--- src/rtl/fetch_pkg.sv ---
// Shared types for the instruction fetch stage: FSM states, reset PC and buffer entry.
// No latency or backpressure of its own; consumed by fetch_unit and ins_fifo.
package fetch_pkg;

    localparam logic [31:0] FETCH_RESET_PC = 32'hBFC0_0000;

    typedef enum logic [2:0] {
        ST_FETCH,
        ST_DROP,
        ST_IDLE,
        ST_HALT,
        ST_ERR
    } fetch_state_t;

    typedef struct packed {
        logic [31:0] ins;
        logic [31:0] pc;
        logic        addr_err;
    } fetch_entry_t;

    function automatic logic is_aligned(input logic [31:0] addr);
        return addr[1:0] == 2'b00;
    endfunction

endpackage

--- src/rtl/ins_fifo.sv ---
// Shift-register instruction buffer, head always in slot 0; push visible one cycle later.
// Flush beats push and pop; a push into a full buffer is dropped (callers never issue one).
module ins_fifo
    import fetch_pkg::*;
#(
    parameter int DEPTH = 2,
    parameter int CW    = $clog2(DEPTH + 1)
) (
    input  logic          clk,
    input  logic          rst,
    input  logic          push,
    input  fetch_entry_t  push_dat,
    input  logic          pop,
    input  logic          flush,
    output fetch_entry_t  head_dat,
    output logic          head_vld,
    output logic [CW-1:0] count
);

    localparam logic [CW-1:0] DEPTH_C = CW'(DEPTH);

    fetch_entry_t  mem_q [DEPTH];
    fetch_entry_t  mem_d [DEPTH];
    logic [CW-1:0] count_q;
    logic [CW-1:0] count_d;

    always_comb begin
        mem_d   = mem_q;
        count_d = count_q;
        if (flush) begin
            count_d = '0;
        end else begin
            if (pop && (count_q != '0)) begin
                for (int i = 0; i < DEPTH - 1; i++) begin
                    mem_d[i] = mem_q[i + 1];
                end
                count_d = count_q - CW'(1);
            end
            // The write slot is the occupancy after any pop this cycle.
            if (push && (count_d < DEPTH_C)) begin
                for (int i = 0; i < DEPTH; i++) begin
                    if (count_d == CW'(i)) begin
                        mem_d[i] = push_dat;
                    end
                end
                count_d = count_d + CW'(1);
            end
        end
    end

    always_ff @(posedge clk) begin
        if (rst) begin
            count_q <= '0;
        end else begin
            count_q <= count_d;
        end
        mem_q <= mem_d;
    end

    assign head_dat = mem_q[0];
    assign head_vld = (count_q != '0);
    assign count    = count_q;

endmodule

--- src/rtl/fetch_unit.sv ---
// Instruction fetch: owns the PC, issues registered word reads, buffers DEPTH words for decode.
// Data completing at edge N is on ins in cycle N+1; requests stop while buffer plus in-flight is full.
module fetch_unit
    import fetch_pkg::*;
#(
    parameter logic [31:0] RESET_PC = FETCH_RESET_PC,
    parameter int          DEPTH    = 2
) (
    input  logic        clk,
    input  logic        rst,
    output logic        imemReq,
    output logic [31:0] imemAddr,
    input  logic        imemReady,
    input  logic [31:0] imemData,
    output logic [31:0] ins,
    output logic [31:0] pc,
    output logic        insValid,
    output logic        insAddrErr,
    input  logic        insTake,
    input  logic        redirect,
    input  logic [31:0] redirectTarget,
    input  logic        halt
);

    localparam int            CW      = $clog2(DEPTH + 1);
    localparam logic [CW-1:0] DEPTH_C = CW'(DEPTH);

    fetch_state_t  state_q, state_d;
    logic          req_q, req_d;
    logic [31:0]   addr_q, addr_d;
    logic [31:0]   fetch_pc_q, fetch_pc_d;
    logic          halt_pend_q, halt_pend_d;

    fetch_entry_t  head_dat;
    fetch_entry_t  push_dat;
    logic          head_vld;
    logic          push_vld;
    logic          pop;
    logic          flush;
    logic [CW-1:0] fifo_count;
    logic [CW-1:0] cnt_after_push;
    logic          halt_now;

    assign flush          = redirect;
    assign pop            = insTake & head_vld & ~redirect;
    assign halt_now       = halt | halt_pend_q;
    assign cnt_after_push = fifo_count + CW'(1) - CW'(pop);

    always_comb begin
        state_d     = state_q;
        req_d       = req_q;
        addr_d      = addr_q;
        fetch_pc_d  = fetch_pc_q;
        halt_pend_d = halt_pend_q | halt;
        push_vld    = 1'b0;
        push_dat    = '0;

        if (redirect) begin
            halt_pend_d = 1'b0;
            fetch_pc_d  = redirectTarget;
            // The bus cannot abort: an unfinished request is kept and its data dropped.
            if (req_q && !imemReady) begin
                state_d = ST_DROP;
            end else begin
                state_d = ST_FETCH;
                req_d   = is_aligned(redirectTarget);
                if (is_aligned(redirectTarget)) begin
                    addr_d = redirectTarget;
                end
            end
        end else begin
            case (state_q)
                ST_FETCH: begin
                    if (req_q) begin
                        if (imemReady) begin
                            push_vld          = 1'b1;
                            push_dat.ins      = imemData;
                            push_dat.pc       = addr_q;
                            fetch_pc_d        = fetch_pc_q + 32'd4;
                            if (halt_now) begin
                                state_d     = ST_HALT;
                                req_d       = 1'b0;
                                halt_pend_d = 1'b0;
                            end else if (cnt_after_push < DEPTH_C) begin
                                addr_d = fetch_pc_q + 32'd4;
                            end else begin
                                state_d = ST_IDLE;
                                req_d   = 1'b0;
                            end
                        end
                    end else if (halt_now) begin
                        state_d     = ST_HALT;
                        halt_pend_d = 1'b0;
                    end else if (!is_aligned(fetch_pc_q)) begin
                        // Misaligned target: hand decode a nop marked as a fetch error.
                        push_vld          = 1'b1;
                        push_dat.pc       = fetch_pc_q;
                        push_dat.addr_err = 1'b1;
                        state_d           = ST_ERR;
                    end else if (fifo_count < DEPTH_C) begin
                        req_d  = 1'b1;
                        addr_d = fetch_pc_q;
                    end
                end
                ST_DROP: begin
                    if (imemReady) begin
                        req_d = 1'b0;
                        if (!is_aligned(fetch_pc_q)) begin
                            push_vld          = 1'b1;
                            push_dat.pc       = fetch_pc_q;
                            push_dat.addr_err = 1'b1;
                            state_d           = ST_ERR;
                        end else if (halt_now) begin
                            state_d     = ST_HALT;
                            halt_pend_d = 1'b0;
                        end else begin
                            state_d = ST_FETCH;
                            req_d   = 1'b1;
                            addr_d  = fetch_pc_q;
                        end
                    end
                end
                ST_IDLE: begin
                    if (halt_now) begin
                        state_d     = ST_HALT;
                        halt_pend_d = 1'b0;
                    end else if (fifo_count < DEPTH_C) begin
                        state_d = ST_FETCH;
                        req_d   = 1'b1;
                        addr_d  = fetch_pc_q;
                    end
                end
                ST_HALT, ST_ERR: begin
                    req_d = 1'b0;
                end
                default: begin
                    state_d = ST_FETCH;
                    req_d   = 1'b0;
                end
            endcase
        end
    end

    always_ff @(posedge clk) begin
        if (rst) begin
            state_q     <= ST_FETCH;
            req_q       <= 1'b0;
            addr_q      <= '0;
            fetch_pc_q  <= RESET_PC;
            halt_pend_q <= 1'b0;
        end else begin
            state_q     <= state_d;
            req_q       <= req_d;
            addr_q      <= addr_d;
            fetch_pc_q  <= fetch_pc_d;
            halt_pend_q <= halt_pend_d;
        end
    end

    ins_fifo #(
        .DEPTH (DEPTH),
        .CW    (CW)
    ) u_ins_fifo (
        .clk      (clk),
        .rst      (rst),
        .push     (push_vld),
        .push_dat (push_dat),
        .pop      (pop),
        .flush    (flush),
        .head_dat (head_dat),
        .head_vld (head_vld),
        .count    (fifo_count)
    );

    assign imemReq    = req_q;
    assign imemAddr   = addr_q;
    assign insValid   = head_vld;
    assign ins        = head_vld ? head_dat.ins : 32'd0;
    assign pc         = head_vld ? head_dat.pc  : 32'd0;
    assign insAddrErr = head_vld & head_dat.addr_err;

endmodule

--- config.mk ---
export PLATFORM = sky130hd
export DESIGN_NAME = fetch_unit
export DESIGN_NICKNAME = d
export VERILOG_FILES = /design/src/rtl/fetch_pkg.sv /design/src/rtl/ins_fifo.sv /design/src/rtl/fetch_unit.sv
export SDC_FILE = /design/constraint.sdc
export NUM_CORES = 1
export LEC_CHECK = 0
export ABC_AREA = 1
export CAP_MARGIN = 25
export CORE_ASPECT_RATIO = 1.1
export CORE_MARGIN = 4
export CORE_UTILIZATION = 25
export DETAILED_ROUTE_END_ITERATION = 10
export PLACE_DENSITY = 0.46
export SYNTH_ARGS = -nofsm -noshare
export SYNTH_HDL_FRONTEND = slang
export SYNTH_SLANG_ARGS = --single-unit
export TNS_END_PERCENT = 5
--- constraint.sdc ---
create_clock -name clk -period 6 [get_ports clk]
set_input_delay 1.8 -clock clk [delete_from_list [all_inputs] [get_ports clk]]
set_output_delay 1.8 -clock clk [all_outputs]
set_load 0.01 [all_outputs]
==> results of run 1 <==
[stage by stage]
step / util (%) / setup slack [ns] / cells
2_1_floorplan: - / 0.229 / 1729
3_5_place_dp: 30.3 / 1.26 / 2467
3_3_place_gp: 30.2 / 1.32 / 2466
6_report: 31.9 / 1.39 / 2513
5_1_grt: 31.9 / 1.14 / 2513
4_1_cts: 31.9 / 1.25 / 2513
[report_power, final]
group	leakage [nW]	total [mW]	switching, mW	internal [mW]
Combinational	4.20	1.78	1.15	0.628
Sequential	1.87	1.85	0.139	1.72
Clock	0.392	1.47	0.622	0.846
Total	6.46	5.10	1.91	3.19
[area by class of cell]
type                            count  area share (%)
Sequential cell                   201            35.5
Clock buffer                       32            4.55
Timing Repair Buffer              190            12.4
Inverter                          258            6.47
Clock inverter                     14           0.693
Multi-Input combinational cell   1181            35.0
Tap cell                          637            5.31
[cells in the mapped netlist (4+ instances only)]
library cell / number
nand3_2: 4
nand4_1: 4
buf_2: 32
clkbuf_1: 39
nand2_1: 596
o2111ai_1: 9
nor2_1: 225
o21ai_1: 4
o22ai_1: 31
o211ai_1: 16
buf_4: 4
inv_1: 249
nand2_2: 4
inv_2: 9
dfxtp_1: 71
edfxtp_1: 130
a22oi_1: 19
o21ai_0: 105
xor2_1: 11
nand3_1: 45
buf_6: 6
a31oi_1: 19
buf_1: 8
ha_1: 4
a21oi_1: 63
[tightest hold or removal path, delay by kind of cell (launching register included)]
| kind | cells | cell delay, ns |
|---|---|---|
| DFF | 1 | 0.34 |
| buffers and inverters | 1 | 0.08 |
| AOI/OAI and AO/OA | 1 | 0.06 |
[path summary, 6_finish.rpt]
kind,start,to,slack (ns),cells past startpoint
max,u_ins_fifo.count[1],pc[9],1.39,5
max reg2reg,u_ins_fifo.count[1],u_ins_fifo.head_dat[26],2.56,12
min reg2reg,fetch_pc_q[0],fetch_pc_q[0],0.52,2
min,fetch_pc_q[0],fetch_pc_q[0],0.52,2
[flip-flops by register name, summed over array words and instances, names as in the netlist]
| signal | cells |
|---|---|
| u_ins_fifo.head_dat | 65 |
| u_ins_fifo.mem_q | 65 |
| fetch_pc_q | 32 |
| imemAddr | 32 |
| state_q | 3 |
| u_ins_fifo.count | 2 |
| halt_pend_q | 1 |
| imemReq | 1 |
[cells by family (layout without fill, tap and decap cells)]
logic type | count (synthesis) | count (layout) | synth area share (%)
DFF | 201 | 201 | 44.5
AOI/OAI and AO/OA | 274 | 274 | 13.2
adders and majority gates | 4 | 4 | 0.419
buffers and inverters | 347 | 494 | 11.7
xor gates and xnor gates | 11 | 11 | 0.806
and+or+nand+nor | 892 | 892 | 29.3
[per-layer routing]
metal | up-vias | track usage [%] | part of all wire (%) | wire length, um
met4 | 0 | 4.97 | 3.2 | 1340
met1 | 5309 | 20.9 | 46 | 19200
li1 | 5735 | - | - | -
met3 | 73 | 2.17 | 5.0 | 2100
met5 | - | 0 | 0 | 0
met2 | 306 | 27.1 | 46 | 19300
==> metrics.md, run 1 <==
| Metric | Value |
|---|---|
| Outcome | `finished, final reports clean` |
| Clock Tree Buf Depth | `3` |
| Root buf cell | `clkbuf_16` |
| Seq/Total Area, Yosys | `44.5%` |
| Max FO, Critical Path | `52` |
| Number of global-route vias before repair | `between 10k and 15k` |
| Total setup buffers inserted after CTS | `0` |
| Critical Path End Type | `output pin` |
| CP max stage delay | `0.56 ns` |
| Slowest-stage cell, CP | `buf_4` |
| Fin area | `15000 sq um` |
| Routed Antenna Nets | `0` |
| Leakage Power | `6.46 nW` |
| Final Hold Fails | `0` |
| H-tree levels | `1` |
| Largest cells by area after synthesis | `edfxtp_1 (33%), nand2_1 (19%), dfxtp_1 (12%)` |
| CP Launch Type | `flip-flop` |
| Slew margin rel. | `about a third` |
| Rows | `between 80 and 90` |
| Starting Density | `about a quarter` |
| VDD IR max | `about 0.19 mV` |
| Fillers | `approximately 5.2k` |
| Library cells used by synthesis | `37` |
| WP data arrival | `between 2 and 3 ns` |
| Post-synth EDFFs | `130` |
| Placed inst area | `14200 sq um` |
| GPL Wtd Cong | `0.928` |
| Port bufs | `168` |
| RSZ-0062 raised after global routing | `no` |
| Final hold slack | `between 0.5 and 0.6 ns` |
| Final wirelength | `41900 um` |
| First-pass GRT wire length | `65600 um` |
| Pwr dens | `340 nW/um^2` |
| Initial antenna violation count | `0` |
| Yosys synthesis warning count | `0` |
| Vias per Instance | `between 4 and 5` |
| Routed wire per std cell | `16.7 um` |
| Most used DFF post-synth | `edfxtp_1` |
| Max Clk Rate | `~220 MHz` |
| Cts bufs inserted | `25` |
| Mapped Nets | `1803` |
| CTS resizes | `0` |
| Core Area | `46900 sq um` |
| Cts hold-fix bufs | `0` |
| Largest net degree at the start of global routing | `64` |
| Max_cap viols | `0` |
| Netlist Area Pre-Place | `12000 sq um` |
| Synth Instances | `1729` |
| Area grow syn2layout | `25.4%` |
| Tmin final | `between 4 and 5 ns` |
| Pwr Total | `5.10 mW` |
| Boundary Pins | `around 170` |
| Worst-skew pair later-pin latency | `0.54 ns` |
| Final net count | `1931` |
| Slew @ Worst Pin | `0.996 ns` |
| Setup TNS | `0 ns` |
| Share of layout cells above drive strength 1 | `5.06%` |
| DR iter-0 viols | `801` |
| Commonest non-fill, non-tap cell in the layout | `nand2_1` |
| Hpwl dp | `just under 30000 um` |
| Vias | `11.4k` |
| Req. time, crit path | `4.20 ns` |
| Multi-input gate area | `between 5000 and 6000 sq um` |
| Register area | `about 5300 sq um` |
| Clock slew at reported path FFs | `0.06 ns` |
| DRC viols | `0` |
| Diodes inserted | `0` |
| WS Path Type | `flip-flop to output pin` |
| #FFs+latches synth | `approximately 200` |
| CP cell instances | `inv_1 > ha_2 > buf_4 > nor2_1 > clkdlybuf4s50_1` |
| Post-synth top area share | `about a third` |
| TritonCTS clock tree | `built` |
| Total gr overflow | `0` |
| Slew Viols, Final | `0` |
| CP bufs+invs | `3` |
| Die Width | `217 um` |
| Hold crit path type | `flip-flop to flip-flop` |
| Die Y-Extent | `around 240 um` |
| Synth area leader | `edfxtp_1` |
| Syn avg cell area | `6.92 sq um` |
| Clk sink count | `201` |
| Commonest non-fill, non-tap cells in the layout | `nand2_1 (595), inv_1 (248), nor2_1 (224)` |
| GRT Total Usage | `around 16%` |
| Crit path max-delay family | `buffers and inverters` |
| Async SR Flop Fraction | `0%` |
| Final count of negative-setup-slack endpoints | `0` |
| Full die area | `between 50000 and 60000 sq um` |
| Post-route clock period utilization | `76.8%` |
| Clock Skews | `0.0227 ns` |
| Drt first pass iters | `5` |
No activity file was read; power rests on OpenSTA's default activity.
==> run 2, diff against run 1 <==
Settings changed: PLACE_DENSITY 0.46 to 0.45.
Clock period 6 ns to 4.5 ns, I/O delays scaled along.
==> metrics.md, run 2 (same netlist as run 1, synthesis figures left out) <==
| Metric | Value |
|---|---|
| WP data arrival | `2.61 ns (-0.20 ns)` |
| Rows | `83 (unchanged)` |
| Worst setup margin | `0.541 ns (-0.853 ns)` |
| Clock Skews | `0.0104 ns (-0.0123 ns)` |
| Worst hold stages | `2 (unchanged)` |
| Drt first pass iters | `5 (unchanged)` |
| Slew margin rel. | `32.8% (-0.72 points)` |
| FF-to-FF End | `u_ins_fifo.head_dat[59]` |
| Die Width | `217 um (unchanged)` |
| DRC viols | `0 (unchanged)` |
| Cts bufs inserted | `25 (unchanged)` |
| Cts hold-fix bufs | `0 (unchanged)` |
| Post-Route Utilization | `32.3% (+0.34 points)` |
| RR Startpoint | `u_ins_fifo.count[1]` |
| CP Launch Type | `flip-flop` |
| WS Path Type | `flip-flop to output pin` |
| Number of global-route vias before repair | `10.9k (-4.5%)` |
| RSZ-0062 raised after global routing | `no` |
| Commonest non-fill, non-tap cell in the layout | `nand2_1` |
| Vias per Instance | `4.51 (-0.75%)` |
| Full die area | `51400 sq um (unchanged)` |
| Clk sink count | `201 (unchanged)` |
| Diodes inserted | `0 (unchanged)` |
| Post-route clock period utilization | `88.0%` |
| Tmin final | `around 4.0 ns` |
| Slew @ Worst Pin | `1.01 ns (+0.0119 ns)` |
| Max FO, Critical Path | `30 (-42%)` |
| H-tree levels | `1 (unchanged)` |
| GRT Total Usage | `16.0% (+0.11 points)` |
| Reg2reg setup slack | `1.31 ns (-1.25 ns)` |
| Pwr dens | `464 nW/um^2 (+36%)` |
| Share of layout cells above drive strength 1 | `5.10% (+0.040 points)` |
| Crit. Startpoint | `u_ins_fifo.count[1]` |
| Slew Viols, Final | `0 (unchanged)` |
| Final hold slack | `0.515 ns (-0.00846 ns)` |
| Routed Antenna Nets | `0 (unchanged)` |
| Commonest non-fill, non-tap cells in the layout | `nand2_1 (595), inv_1 (248), nor2_1 (224)` |
| Final net count | `1937 (+0.31%)` |
| Worst Reg-to-Reg Cells | `14 (+2)` |
| Max Clk Rate | `253 MHz` |
| CTS resizes | `0 (unchanged)` |
| Non-filler instance count after layout | `2518 (+0.20%)` |
| Total gr overflow | `0 (unchanged)` |
| Clock Tree Buf Depth | `3 (unchanged)` |
| Total setup buffers inserted after CTS | `0 (unchanged)` |
| Final Hold Fails | `0 (unchanged)` |
| Placed insts | `2473 (+0.24%)` |
| Worst-skew pair later-pin latency | `0.53 ns (about the same)` |
| Leakage Power | `6.53 nW (+1.1%)` |
| Critical Path End Type | `output pin` |
| Die Y-Extent | `237 um (unchanged)` |
| Setup TNS | `0 ns (unchanged)` |
| Hold crit path type | `flip-flop to flip-flop` |
| GPL Wtd Cong | `0.902 (-2.8%)` |
| Port bufs | `168 (unchanged)` |
| Largest net degree at the start of global routing | `85 (+33%)` |
| Core Area | `46900 sq um (unchanged)` |
| Final wirelength | `42600 um (+1.6%)` |
| Setup crit end | `pc[28]` |
| Max_cap viols | `0 (unchanged)` |
| Req. time, crit path | `3.15 ns (-1.05 ns)` |
| VDD IR max | `0.228 mV (+22%)` |
| Final count of negative-setup-slack endpoints | `0 (unchanged)` |
| Initial antenna violation count | `0 (unchanged)` |
| Clock slew at reported path FFs | `0.06 ns (about the same)` |
| Place WS | `0.855 ns (-0.409 ns)` |
| Root buf cell | `clkbuf_16` |
| Hpwl dp | `29500 um (+2.4%)` |
| Outcome | `finished, final reports clean` |
| TritonCTS clock tree | `built` |
| DR iter-0 viols | `719 (-10%)` |
| Area grow syn2layout | `26.8%` |
| Boundary Pins | `169 (unchanged)` |
| Starting Density | `25.5% (unchanged)` |
| Vias | `11.4k (-0.55%)` |
| Routed wire per std cell | `16.9 um (+1.4%)` |
| First-pass GRT wire length | `65200 um (-0.54%)` |
==> run 2: cell types whose count changed in the layout (fill, tap and decap cells not counted), sizes merged <==
cell      change
inv           -1
buf           +6
bufinv        +4
clkinvlp      -1
clkbuf        -5
clkinv        +2
==> run 2: report_power, final <==
part / leakage [nW] / switching, mW / internal, mW / total, mW
Sequential: 1.87 / 0.201 / 2.29 / 2.49
Clock: 0.415 / 0.830 / 1.30 / 2.13
Combinational: 4.25 / 1.55 / 0.860 / 2.41
Total: 6.53 / 2.58 / 4.45 / 7.03
==> run 2: area by class of cell <==
class	instances	area (sq um)
Inverter	258	971
Clock inverter	18	218
Timing Repair Buffer	196	1960
Fill cell	5195	31800
Clock buffer	27	633
Multi-Input combinational cell	1181	5250
Tap cell	637	797
Sequential cell	201	5330
==> run 2: routing by layer <==
metal / up-vias / global-route usage, % / wire length (um)
met5: - / 0 / 0
met4: 0 / 4.54 / 1050
met3: 58 / 2.19 / 2090
met2: 314 / 27.1 / 19900
met1: 5235 / 21.4 / 19600
li1: 5753 / - / -
==> run 2: worst min-delay path by stage <==
stage	start	endpoint	slack (ns)
CTS	fetch_pc_q[0]	fetch_pc_q[0]	0.51
global placement	fetch_pc_q[0]	fetch_pc_q[0]	0.51
detailed placement	fetch_pc_q[0]	fetch_pc_q[0]	0.51
floorplan	fetch_pc_q[0]	fetch_pc_q[0]	0.47
finish	fetch_pc_q[0]	fetch_pc_q[0]	0.52
global route	fetch_pc_q[1]	fetch_pc_q[1]	0.57
==> run 2: stage by stage <==
stage	instance area [sq um]	power, mW
6_report	15200	7.03
5_1_grt	15200	7.50
4_1_cts	15200	7.13
3_5_place_dp	14300	4.94
3_3_place_gp	14300	4.94
2_1_floorplan	12000	4.01
==> run 2: worst max-delay path, cell delays in order (launching register included) <==
cell and delay (ns):
dfxtp_2 0.32, inv_1 0.20, ha_2 0.69, buf_4 0.29, nor2_1 0.08, clkdlybuf4s50_1 0.48
